`src/rtl/pll_init_pkg.sv`:
```
// Shared state encoding and elaboration-time helpers for the PLL init sequencer.
package pll_init_pkg;

   typedef enum logic [2:0] {
      StHold,
      StWaitLock,
      StStable,
      StLocked,
      StFail
   } pll_init_state_e;

   function automatic logic [5:0] icpsel_base(input int unsigned multi);
      if (multi >= 32) begin
         return 6'd8;
      end else if (multi >= 16) begin
         return 6'd16;
      end else begin
         return 6'd32;
      end
   endfunction

   function automatic logic [2:0] lpfres_base(input int unsigned multi);
      return (multi >= 16) ? 3'd2 : 3'd4;
   endfunction

   function automatic int unsigned us_to_cycles(input int unsigned us,
                                                input int unsigned period_ns);
      return (us * 1000) / period_ns;
   endfunction

   function automatic int unsigned max3(input int unsigned a, input int unsigned b,
                                        input int unsigned c);
      int unsigned m;
      m = (a > b) ? a : b;
      return (m > c) ? m : c;
   endfunction

endpackage

```
`src/rtl/sync_2ff.sv`:
```
// Single-bit two-flop synchroniser with asynchronous active-low reset to 0.
module sync_2ff (
   input  logic clk_i,
   input  logic rst_ni,
   input  logic d_i,
   output logic q_o
);

   logic r_meta;
   logic r_sync;

   always_ff @(posedge clk_i or negedge rst_ni) begin
      if (!rst_ni) begin
         r_meta <= 1'b0;
         r_sync <= 1'b0;
      end else begin
         r_meta <= d_i;
         r_sync <= r_meta;
      end
   end

   assign q_o = r_sync;

endmodule

```
`src/rtl/pll_init_seq.sv`:
```
// PLL bring-up and lock supervisor: reset hold, lock qualification, retry and relock.
// Define PLL_INIT_SEQ_SWEEP_EN to step ICPSEL by ICP_STEP on every retry.
module pll_init_seq
   import pll_init_pkg::*;
#(
   parameter int unsigned CLK_PERIOD_NS   = 20,
   parameter int unsigned MULTI_FAC       = 16,
   parameter int unsigned RST_US          = 10,
   parameter int unsigned LOCK_TIMEOUT_US = 500,
   parameter int unsigned STABLE_CYCLES   = 256,
   parameter int unsigned MAX_RETRIES     = 4,
   parameter int unsigned ICP_STEP        = 4
) (
   input  logic       clk_i,
   input  logic       rst_ni,
   input  logic       restart_i,
   input  logic       pll_lock_i,
   output logic       pll_rst_o,
   output logic [5:0] icpsel_o,
   output logic [2:0] lpfres_o,
   output logic       lock_o,
   output logic       fail_o,
   output logic [7:0] relock_cnt_o
);

   localparam int unsigned RstCyc = us_to_cycles(RST_US, CLK_PERIOD_NS);
   localparam int unsigned ToCyc  = us_to_cycles(LOCK_TIMEOUT_US, CLK_PERIOD_NS);
   localparam int unsigned MaxCyc = max3(RstCyc, ToCyc, STABLE_CYCLES);
   localparam int unsigned CntW   = $clog2(MaxCyc + 1);

   // The counter holds "cycles remaining minus one" so each phase lasts exactly N cycles.
   localparam logic [CntW-1:0] RstLoad    = CntW'(RstCyc - 1);
   localparam logic [CntW-1:0] ToLoad     = CntW'(ToCyc - 1);
   localparam logic [CntW-1:0] StableLoad = CntW'(STABLE_CYCLES - 1);

   localparam logic [5:0] IcpselBase = icpsel_base(MULTI_FAC);
   localparam logic [2:0] LpfresBase = lpfres_base(MULTI_FAC);
   localparam logic [3:0] RetryMax   = 4'(MAX_RETRIES);

`ifdef PLL_INIT_SEQ_SWEEP_EN
   localparam bit SweepEn = 1'b1;
`else
   localparam bit SweepEn = 1'b0;
`endif
   localparam int unsigned IcpStepEff = SweepEn ? ICP_STEP : 0;

   pll_init_state_e r_state, w_state_nxt;
   logic [CntW-1:0] r_cnt, w_cnt_nxt;
   logic [3:0]      r_retry, w_retry_nxt;
   logic [5:0]      r_icpsel, w_icpsel_nxt;
   logic [2:0]      r_lpfres;
   logic [7:0]      r_relock_cnt, w_relock_nxt;
   logic            r_pll_rst, r_lock, r_fail;
   logic            w_lock_s;
   logic [3:0]      w_retry_inc;
   logic [31:0]     w_icp_sum;
   logic [5:0]      w_icp_sweep;

   sync_2ff u_lock_sync (
      .clk_i  (clk_i),
      .rst_ni (rst_ni),
      .d_i    (pll_lock_i),
      .q_o    (w_lock_s)
   );

   assign w_retry_inc = r_retry + 4'd1;
   assign w_icp_sum   = 32'(IcpselBase) + 32'(w_retry_inc) * IcpStepEff;
   assign w_icp_sweep = (w_icp_sum > 32'd63) ? 6'd63 : w_icp_sum[5:0];

   always_comb begin
      w_state_nxt  = r_state;
      w_cnt_nxt    = r_cnt;
      w_retry_nxt  = r_retry;
      w_icpsel_nxt = r_icpsel;
      w_relock_nxt = r_relock_cnt;

      unique case (r_state)
         StHold: begin
            if (r_cnt == '0) begin
               w_state_nxt = StWaitLock;
               w_cnt_nxt   = ToLoad;
            end else begin
               w_cnt_nxt = r_cnt - 1'b1;
            end
         end
         StWaitLock: begin
            if (w_lock_s) begin
               w_state_nxt = StStable;
               w_cnt_nxt   = StableLoad;
            end else if (r_cnt == '0) begin
               w_retry_nxt = w_retry_inc;
               if (w_retry_inc == RetryMax) begin
                  w_state_nxt = StFail;
               end else begin
                  w_state_nxt  = StHold;
                  w_cnt_nxt    = RstLoad;
                  w_icpsel_nxt = w_icp_sweep;
               end
            end else begin
               w_cnt_nxt = r_cnt - 1'b1;
            end
         end
         StStable: begin
            if (!w_lock_s) begin
               w_state_nxt = StWaitLock;
               w_cnt_nxt   = ToLoad;
            end else if (r_cnt == '0) begin
               w_state_nxt = StLocked;
            end else begin
               w_cnt_nxt = r_cnt - 1'b1;
            end
         end
         StLocked: begin
            if (!w_lock_s) begin
               w_state_nxt  = StHold;
               w_cnt_nxt    = RstLoad;
               w_retry_nxt  = 4'd0;
               w_icpsel_nxt = IcpselBase;
               if (r_relock_cnt != 8'hFF) begin
                  w_relock_nxt = r_relock_cnt + 8'd1;
               end
            end
         end
         StFail: begin
         end
         default: begin
            w_state_nxt  = StHold;
            w_cnt_nxt    = RstLoad;
            w_retry_nxt  = 4'd0;
            w_icpsel_nxt = IcpselBase;
         end
      endcase

      // Restart overrides any same-cycle transition, including a timeout or lock loss.
      if (restart_i) begin
         w_state_nxt  = StHold;
         w_cnt_nxt    = RstLoad;
         w_retry_nxt  = 4'd0;
         w_icpsel_nxt = IcpselBase;
         w_relock_nxt = r_relock_cnt;
      end
   end

   always_ff @(posedge clk_i or negedge rst_ni) begin
      if (!rst_ni) begin
         r_state      <= StHold;
         r_cnt        <= RstLoad;
         r_retry      <= 4'd0;
         r_icpsel     <= IcpselBase;
         r_lpfres     <= LpfresBase;
         r_relock_cnt <= 8'd0;
         r_pll_rst    <= 1'b1;
         r_lock       <= 1'b0;
         r_fail       <= 1'b0;
      end else begin
         r_state      <= w_state_nxt;
         r_cnt        <= w_cnt_nxt;
         r_retry      <= w_retry_nxt;
         r_icpsel     <= w_icpsel_nxt;
         r_lpfres     <= LpfresBase;
         r_relock_cnt <= w_relock_nxt;
         r_pll_rst    <= (w_state_nxt == StHold) || (w_state_nxt == StFail);
         r_lock       <= (w_state_nxt == StLocked);
         r_fail       <= (w_state_nxt == StFail);
      end
   end

   assign pll_rst_o    = r_pll_rst;
   assign icpsel_o     = r_icpsel;
   assign lpfres_o     = r_lpfres;
   assign lock_o       = r_lock;
   assign fail_o       = r_fail;
   assign relock_cnt_o = r_relock_cnt;

endmodule

```
`config.mk`:
```
export PLATFORM = sky130hd
export DESIGN_NAME = pll_init_seq
export DESIGN_NICKNAME = d
export VERILOG_FILES = /design/src/rtl/pll_init_pkg.sv /design/src/rtl/sync_2ff.sv /design/src/rtl/pll_init_seq.sv
export SDC_FILE = /design/constraint.sdc
export NUM_CORES = 1
export LEC_CHECK = 0
export CAP_MARGIN = 5
export CORE_UTILIZATION = 56
export CTS_CLUSTER_SIZE = 10
export DETAILED_ROUTE_END_ITERATION = 10
export GPL_ROUTABILITY_DRIVEN = 0
export PLACE_DENSITY = 0.79
export SYNTH_ARGS = -nofsm -noshare
export SYNTH_HDL_FRONTEND = slang
export SYNTH_SLANG_ARGS = --single-unit
```
`constraint.sdc`:
```
create_clock -name clk_i -period 3.6 [get_ports clk_i]
set_input_delay 1.08 -clock clk_i [delete_from_list [all_inputs] [get_ports clk_i]]
set_output_delay 1.08 -clock clk_i [all_outputs]
set_load 0.005 [all_outputs]
```
* Yosys cells after proc, flatten, opt, wreduce, memory -nomap -nowiden
Index checks and enable logic that the tools add are counted.
** Storage, ports and cells
- Input bits :: 4
- RAM bits :: 0
- Bits in read-only memories :: 0
- Word-level logic and storage cells :: 69
- Latch bits :: 0
- Flip-flop bits (word level) :: 41
- Memories kept :: 0
- Output and inout port bits :: 20
** Cells by class
- Multipliers :: 0
- Reduce and logical (&&, ||, !) cells :: 9
- $lt $le $gt $ge :: 0
- Bitwise operators :: 2
- Muxes and demuxes :: 29
- Divide/modulo/power cells :: 0
- Add/sub/neg operators :: 3
- Shift operators :: 0
- Equal/unequal tests :: 16
** Operators by type and width (number)
- 15-bit 2-to-1 mux :: 8
- 15-bit one-hot mux with 5 select lines :: 1
- 6-bit 2-to-1 mux :: 5
- 3-bit 2-to-1 mux :: 8
- 6-bit one-hot mux with 3 select lines :: 1
- 4-bit 2-to-1 mux :: 4
- 15-bit zero test :: 1
- 3-bit one-hot mux with 5 select lines :: 1
- 15-bit by 1-bit subtractor with 15-bit output, second input constant :: 1
- 3-bit inequality test, second input constant :: 4
- 4-bit one-hot mux with 3 select lines :: 1
- 4-bit AND reduction :: 3
- 3-bit by 2-bit equality test with 1-bit output, second input constant :: 3
- 8-bit by 1-bit adder with 8-bit output, second input constant :: 1
- 8-bit inequality test, second input constant :: 1
- 3-bit equality test, second input constant :: 2
- 3-bit zero test :: 2
- 5-bit by 4-bit inequality test with 1-bit output, second input constant :: 1
- 5-bit AND reduction :: 1
- 4-bit by 1-bit adder with 4-bit output, second input constant :: 1
- 4-bit by 3-bit equality test with 1-bit output, second input constant :: 1
- 4-bit inequality test, second input constant :: 1
- 3-bit by 1-bit equality test with 1-bit output, second input constant :: 1
- 3-bit OR reduction :: 1
- other kinds (4) :: 5

* Longest topological paths before layout
- Depth in word-level cells :: 9
- Depth in mapped cells :: 10

* Cells and area by module
From an unflattened synthesis, not the netlist that was laid out.
** Second synthesis, totals
- Cell total of the unflattened synthesis :: 226
- Area, all modules :: 2083.2 sq um
** Modules (own cells, without submodules)
- pll_init_seq :: cells each 224, seq. area each 835.8 sq um, area an instance 2033.2 sq um, instances 1
- sync_2ff :: cells each 2, seq. area each 50.0 sq um, area an instance 50.0 sq um, instances 1

* Least setup slack after synthesis
No wires, ideal clock.
- Path kind :: in2reg
- Start :: input port restart_i
- End :: register r_relock_cnt[6] (netlist: relock_cnt_o[6])
- Data arrival time :: 2426 ps
- Cell stages on the path :: 6
- Path slack :: 1051 ps
- Setup time :: 123 ps
- Path through :: clkbuf_1 nor2_1 o2111a_1 nand4_1 or2_2 xnor2_1
** On the way
- Word-level cells in the longest chain between the ends :: 2
** Ends and longest elaborated chain
- start: declaration :: line pll_init_seq.sv:16 : input logic restart_i,
- 1-bit inverter (no source line)
- 4-bit AND reduction (no source line)
- end signal: assignment :: line pll_init_seq.sv:161 : r_relock_cnt <= w_relock_nxt;
- end: declaration :: line pll_init_seq.sv:52 : logic [7:0] r_relock_cnt, w_relock_nxt;
Every way passes these cells.
A chain may end at the register's enable or synchronous reset.

* Final worst setup path
- Start :: register r_cnt[0]
- End :: register r_cnt[14]
** On the way
- Word-level cells in the longest chain between the ends :: 5
- Elaborated cells between the ends (all ways) :: 12
** Ends and longest elaborated chain
- start: declaration :: line pll_init_seq.sv:48 : logic [CntW-1:0] r_cnt, w_cnt_nxt;
- start signal: assignment :: line pll_init_seq.sv:147 : r_cnt <= RstLoad;
- start signal: assignment :: line pll_init_seq.sv:157 : r_cnt <= w_cnt_nxt;
- 15-bit by 1-bit subtractor with 15-bit output / 15-bit zero test (equally long branches)
- 15-bit 2-to-1 mux, on equally long branches :: line pll_init_seq.sv:107, pll_init_seq.sv:90
- 15-bit 2-to-1 mux, on equally long branches :: line pll_init_seq.sv:104, pll_init_seq.sv:87
- 15-bit one-hot mux with 5 select lines :: line pll_init_seq.sv:77 : unique case (r_state)
- 15-bit 2-to-1 mux :: line pll_init_seq.sv:135 : if (restart_i) begin
Several ways; a longest one is shown, not always the timed one. The select of a mux whose other input is x is not followed.

==> flow_metrics.env <==
export IMPL_preCtsSetupSlack_ps=676
export IMPL_fin_ws_ps=790
export IMPL_tns_ps=0
export IMPL_synthArstFlopShare_pct=100
export IMPL_power_share_combinational_pct=8.3
export IMPL_detailedRoute_firstPassIterationCount=5
export IMPL_antenna_violation_net_count_after_detailed_routing=0
export IMPL_synth_seq_area_share_pct=40.4
export IMPL_core_rowCount=22
export IMPL_place_detailed_hpwl_um=3210
export IMPL_die_h_um=64.6
export IMPL_die_width_um=64.6
export IMPL_clock_sinks=35
export IMPL_clockPowerShare_pct=37.1
export IMPL_first_iter_violations=220
export IMPL_required_ps=3780
export IMPL_synth_edff_count=0
export IMPL_power_switching_uw=194
export IMPL_status="finished clean"
export IMPL_startpoint_type="register"
export IMPL_grt_pass1_vias=1628
export IMPL_post_synthesis_register_bit_count=35
export IMPL_ys_types=55
export IMPL_synthesis_yosys_warnings=0
export IMPL_drt_vias_per_instance=6.03
export IMPL_synth_cell_area_um2=2190
export IMPL_synth_flop_type="sky130_fd_sc_hd__dfrtp_1"
export IMPL_antenna_found_initial=0
export IMPL_maxClockFrequency_ghz=0.356
export IMPL_power_uw=759
export IMPL_cts_post_setup_buffers_inserted=0
export IMPL_hold_viol_final=0
export IMPL_worstPathArrival_ps=2990
export IMPL_cts_htree_levels=2
export IMPL_numCtsBuffers=5
export IMPL_grt_overflow_total=0
export IMPL_postSynthCellCount=246
export IMPL_finalSetupViolCount=0
export IMPL_timing_setup_critical_path_class="register to register"
export IMPL_wl_um=4570
export IMPL_vdd_ir_drop_worst_mv=0.204
export IMPL_cts_reportedPaths_clkPinSlew_ps=70
export IMPL_area_growth_synth_to_final_pct=9.24
export IMPL_antenna_cells=0
export IMPL_post_cts_resized=0
export IMPL_numPortBuffers=14
export IMPL_design_portCount=24
export IMPL_worst_skew_pair_late_latency_ps=290
export IMPL_drcViolationCount=0
export IMPL_final_max_slew_viol_count=0
export IMPL_setup_repair_after_global_routing_missed_its_margin="false"
export IMPL_critPathCaptureType="register"
export IMPL_finish_net_count=260
export IMPL_power_density_nw_per_um2=317
export IMPL_post_cts_hold_buffer_count=0
export IMPL_max_cap_viol_count=0
export IMPL_wl_per_cell_um=15.1
export IMPL_power_switching_share_pct=25.6
export IMPL_fin_hold_ws_ps=351
export IMPL_hp_class="register to register"
export IMPL_final_cell_area_um2=2400
export IMPL_core_um2=3720
export IMPL_grt_first_pass_wirelength_um=8010
export IMPL_grt_start_max_net_pins=36
export IMPL_leakagePower_uw=0.00100
export IMPL_timing_worst_slew_pin_value_ps=811
export IMPL_post_route_clock_skew_ps=8.33
export IMPL_placed_area_um2=2310
export IMPL_share_of_cells_above_drive_strength_1_pct=11.0
export IMPL_die_area_um2=4170
export IMPL_final_period_utilization_pct=78.1
export IMPL_gr_usage_all_layers_pct=25.2
export IMPL_cts_tree="built"
export IMPL_via_count=1822
export IMPL_min_period_ps=2810
export IMPL_internal_power_uw=565
export IMPL_p_seq_share_pct=54.6
export IMPL_start_util_pct=59.1
export IMPL_post_synth_cell_area_avg_um2=8.92
export IMPL_ctsLongestPathBuffers=2
export IMPL_crit_path_max_fanout=10
export IMPL_max_slew_margin_pct=45.9
export IMPL_root_buffer="sky130_fd_sc_hd__clkbuf_8"
==> power by group through the flow <==
| stage | Sequential [uW] | Clock, uW | Combinational [uW] |
|---|---|---|---|
| CTS | 414 | 284 | 63.3 |
| detailed placement | 422 | 0 | 63.0 |
| global route | 416 | 302 | 72.9 |
| finish | 414 | 282 | 63.1 |
| global placement | 421 | 0 | 62.1 |
| floorplan | 418 | 0 | 50.4 |
==> layout make-up <==
type | count | area [um^2]
Multi-Input combinational cell | 185 | 1170
Fill cell | 324 | 1320
Timing Repair Buffer | 18 | 170
Clock inverter | 2 | 12.5
Sequential cell | 35 | 886
Inverter | 8 | 30.0
Tap cell | 48 | 60.1
Clock buffer | 6 | 72.6
==> worst paths after layout <==
check / startpoint / slack, ps / cells past startpoint / end
min in group asynchronous: rst_ni / 1190 / 2 / u_lock_sync.q_o
max in group asynchronous: rst_ni / 2070 / 2 / pll_rst_o
min reg2reg: u_lock_sync.r_meta / 350 / 0 / u_lock_sync.q_o
min: u_lock_sync.r_meta / 350 / 0 / u_lock_sync.q_o
max reg2reg: r_cnt[0] / 790 / 7 / r_cnt[14]
max: r_cnt[0] / 790 / 7 / r_cnt[14]
==> layer usage <==
| layer | vias up | global-route usage (%) | routed length (um) |
|---|---|---|---|
| met3 | 7 | 5.99 | 297 |
| met4 | 0 | 10.3 | 68 |
| met5 | - | 0 | 0 |
| met2 | 64 | 34.7 | 1960 |
| li1 | 901 | - | - |
| met1 | 850 | 37.6 | 2240 |
==> placed cells by master (no fill, tap or decap), types with 8 or more instances in the layout <==
cell type / netlist / routed
sky130_fd_sc_hd__dfrtp_1: 27 / 27
sky130_fd_sc_hd__nand2_1: 23 / 23
sky130_fd_sc_hd__clkdlybuf4s50_1: 0 / 14
sky130_fd_sc_hd__nor2_1: 12 / 12
sky130_fd_sc_hd__nor3_1: 11 / 11
sky130_fd_sc_hd__conb_1: 2 / 9
sky130_fd_sc_hd__a21oi_1: 8 / 8
sky130_fd_sc_hd__dfstp_2: 8 / 8
==> metrics by stage <==
step	util, %	std cells
floorplan	-	253
global placement	62.2	294
detailed placement	62.2	294
CTS	64.5	302
global route	64.5	302
finish	64.5	302
==> critical path: stages, from the launching register on <==
cell and delay (ps):
sky130_fd_sc_hd__dfstp_2 380, sky130_fd_sc_hd__inv_1 70, sky130_fd_sc_hd__ha_1 210, sky130_fd_sc_hd__or4b_1 640, sky130_fd_sc_hd__nor4_1 410, sky130_fd_sc_hd__a21o_1 370, sky130_fd_sc_hd__nand2_1 280, sky130_fd_sc_hd__a221oi_1 330
==> state kept, by name, indices dropped and copies added (netlist names) <==
signal and flops:
r_cnt 15, relock_cnt_o 8, r_retry 4, r_state 3, fail_o 1, lock_o 1, pll_rst_o 1, u_lock_sync.q_o 1
u_lock_sync.r_meta 1
==> Yosys cell counts, types with 4 or more instances <==
library cell,n,area (um^2)
sky130_fd_sc_hd__or4_1,4,30.0
sky130_fd_sc_hd__o21ai_0,7,35.0
sky130_fd_sc_hd__nand3_1,7,35.0
sky130_fd_sc_hd__o21ai_1,6,30.0
sky130_fd_sc_hd__nand2b_1,7,43.8
sky130_fd_sc_hd__clkbuf_1,12,45.0
sky130_fd_sc_hd__dfrtp_1,27,676
sky130_fd_sc_hd__xor2_1,4,35.0
sky130_fd_sc_hd__a31oi_1,4,25.0
sky130_fd_sc_hd__xnor2_1,6,52.6
sky130_fd_sc_hd__buf_4,9,67.6
sky130_fd_sc_hd__nor3_1,11,55.1
sky130_fd_sc_hd__nor2_1,12,45.0
sky130_fd_sc_hd__nor4_1,6,37.5
sky130_fd_sc_hd__nand2_1,23,86.3
sky130_fd_sc_hd__a21oi_1,8,40.0
sky130_fd_sc_hd__or3_1,4,25.0
sky130_fd_sc_hd__inv_1,7,26.3
sky130_fd_sc_hd__nand4_1,4,25.0
sky130_fd_sc_hd__or2_2,5,31.3
sky130_fd_sc_hd__dfstp_2,8,210
==> logic make-up after synthesis <==
group	synth area share, %
AO/OA/AOI/OAI	19.6
buffers and inverters	7.70
other	0.342
AND/OR/NAND/NOR	25.4
XOR/XNOR	3.99
adder cells (fa/ha/maj)	1.71
flip-flops	40.4
multiplexers	0.912
Note: power is estimated with default switching activity, not from simulation.
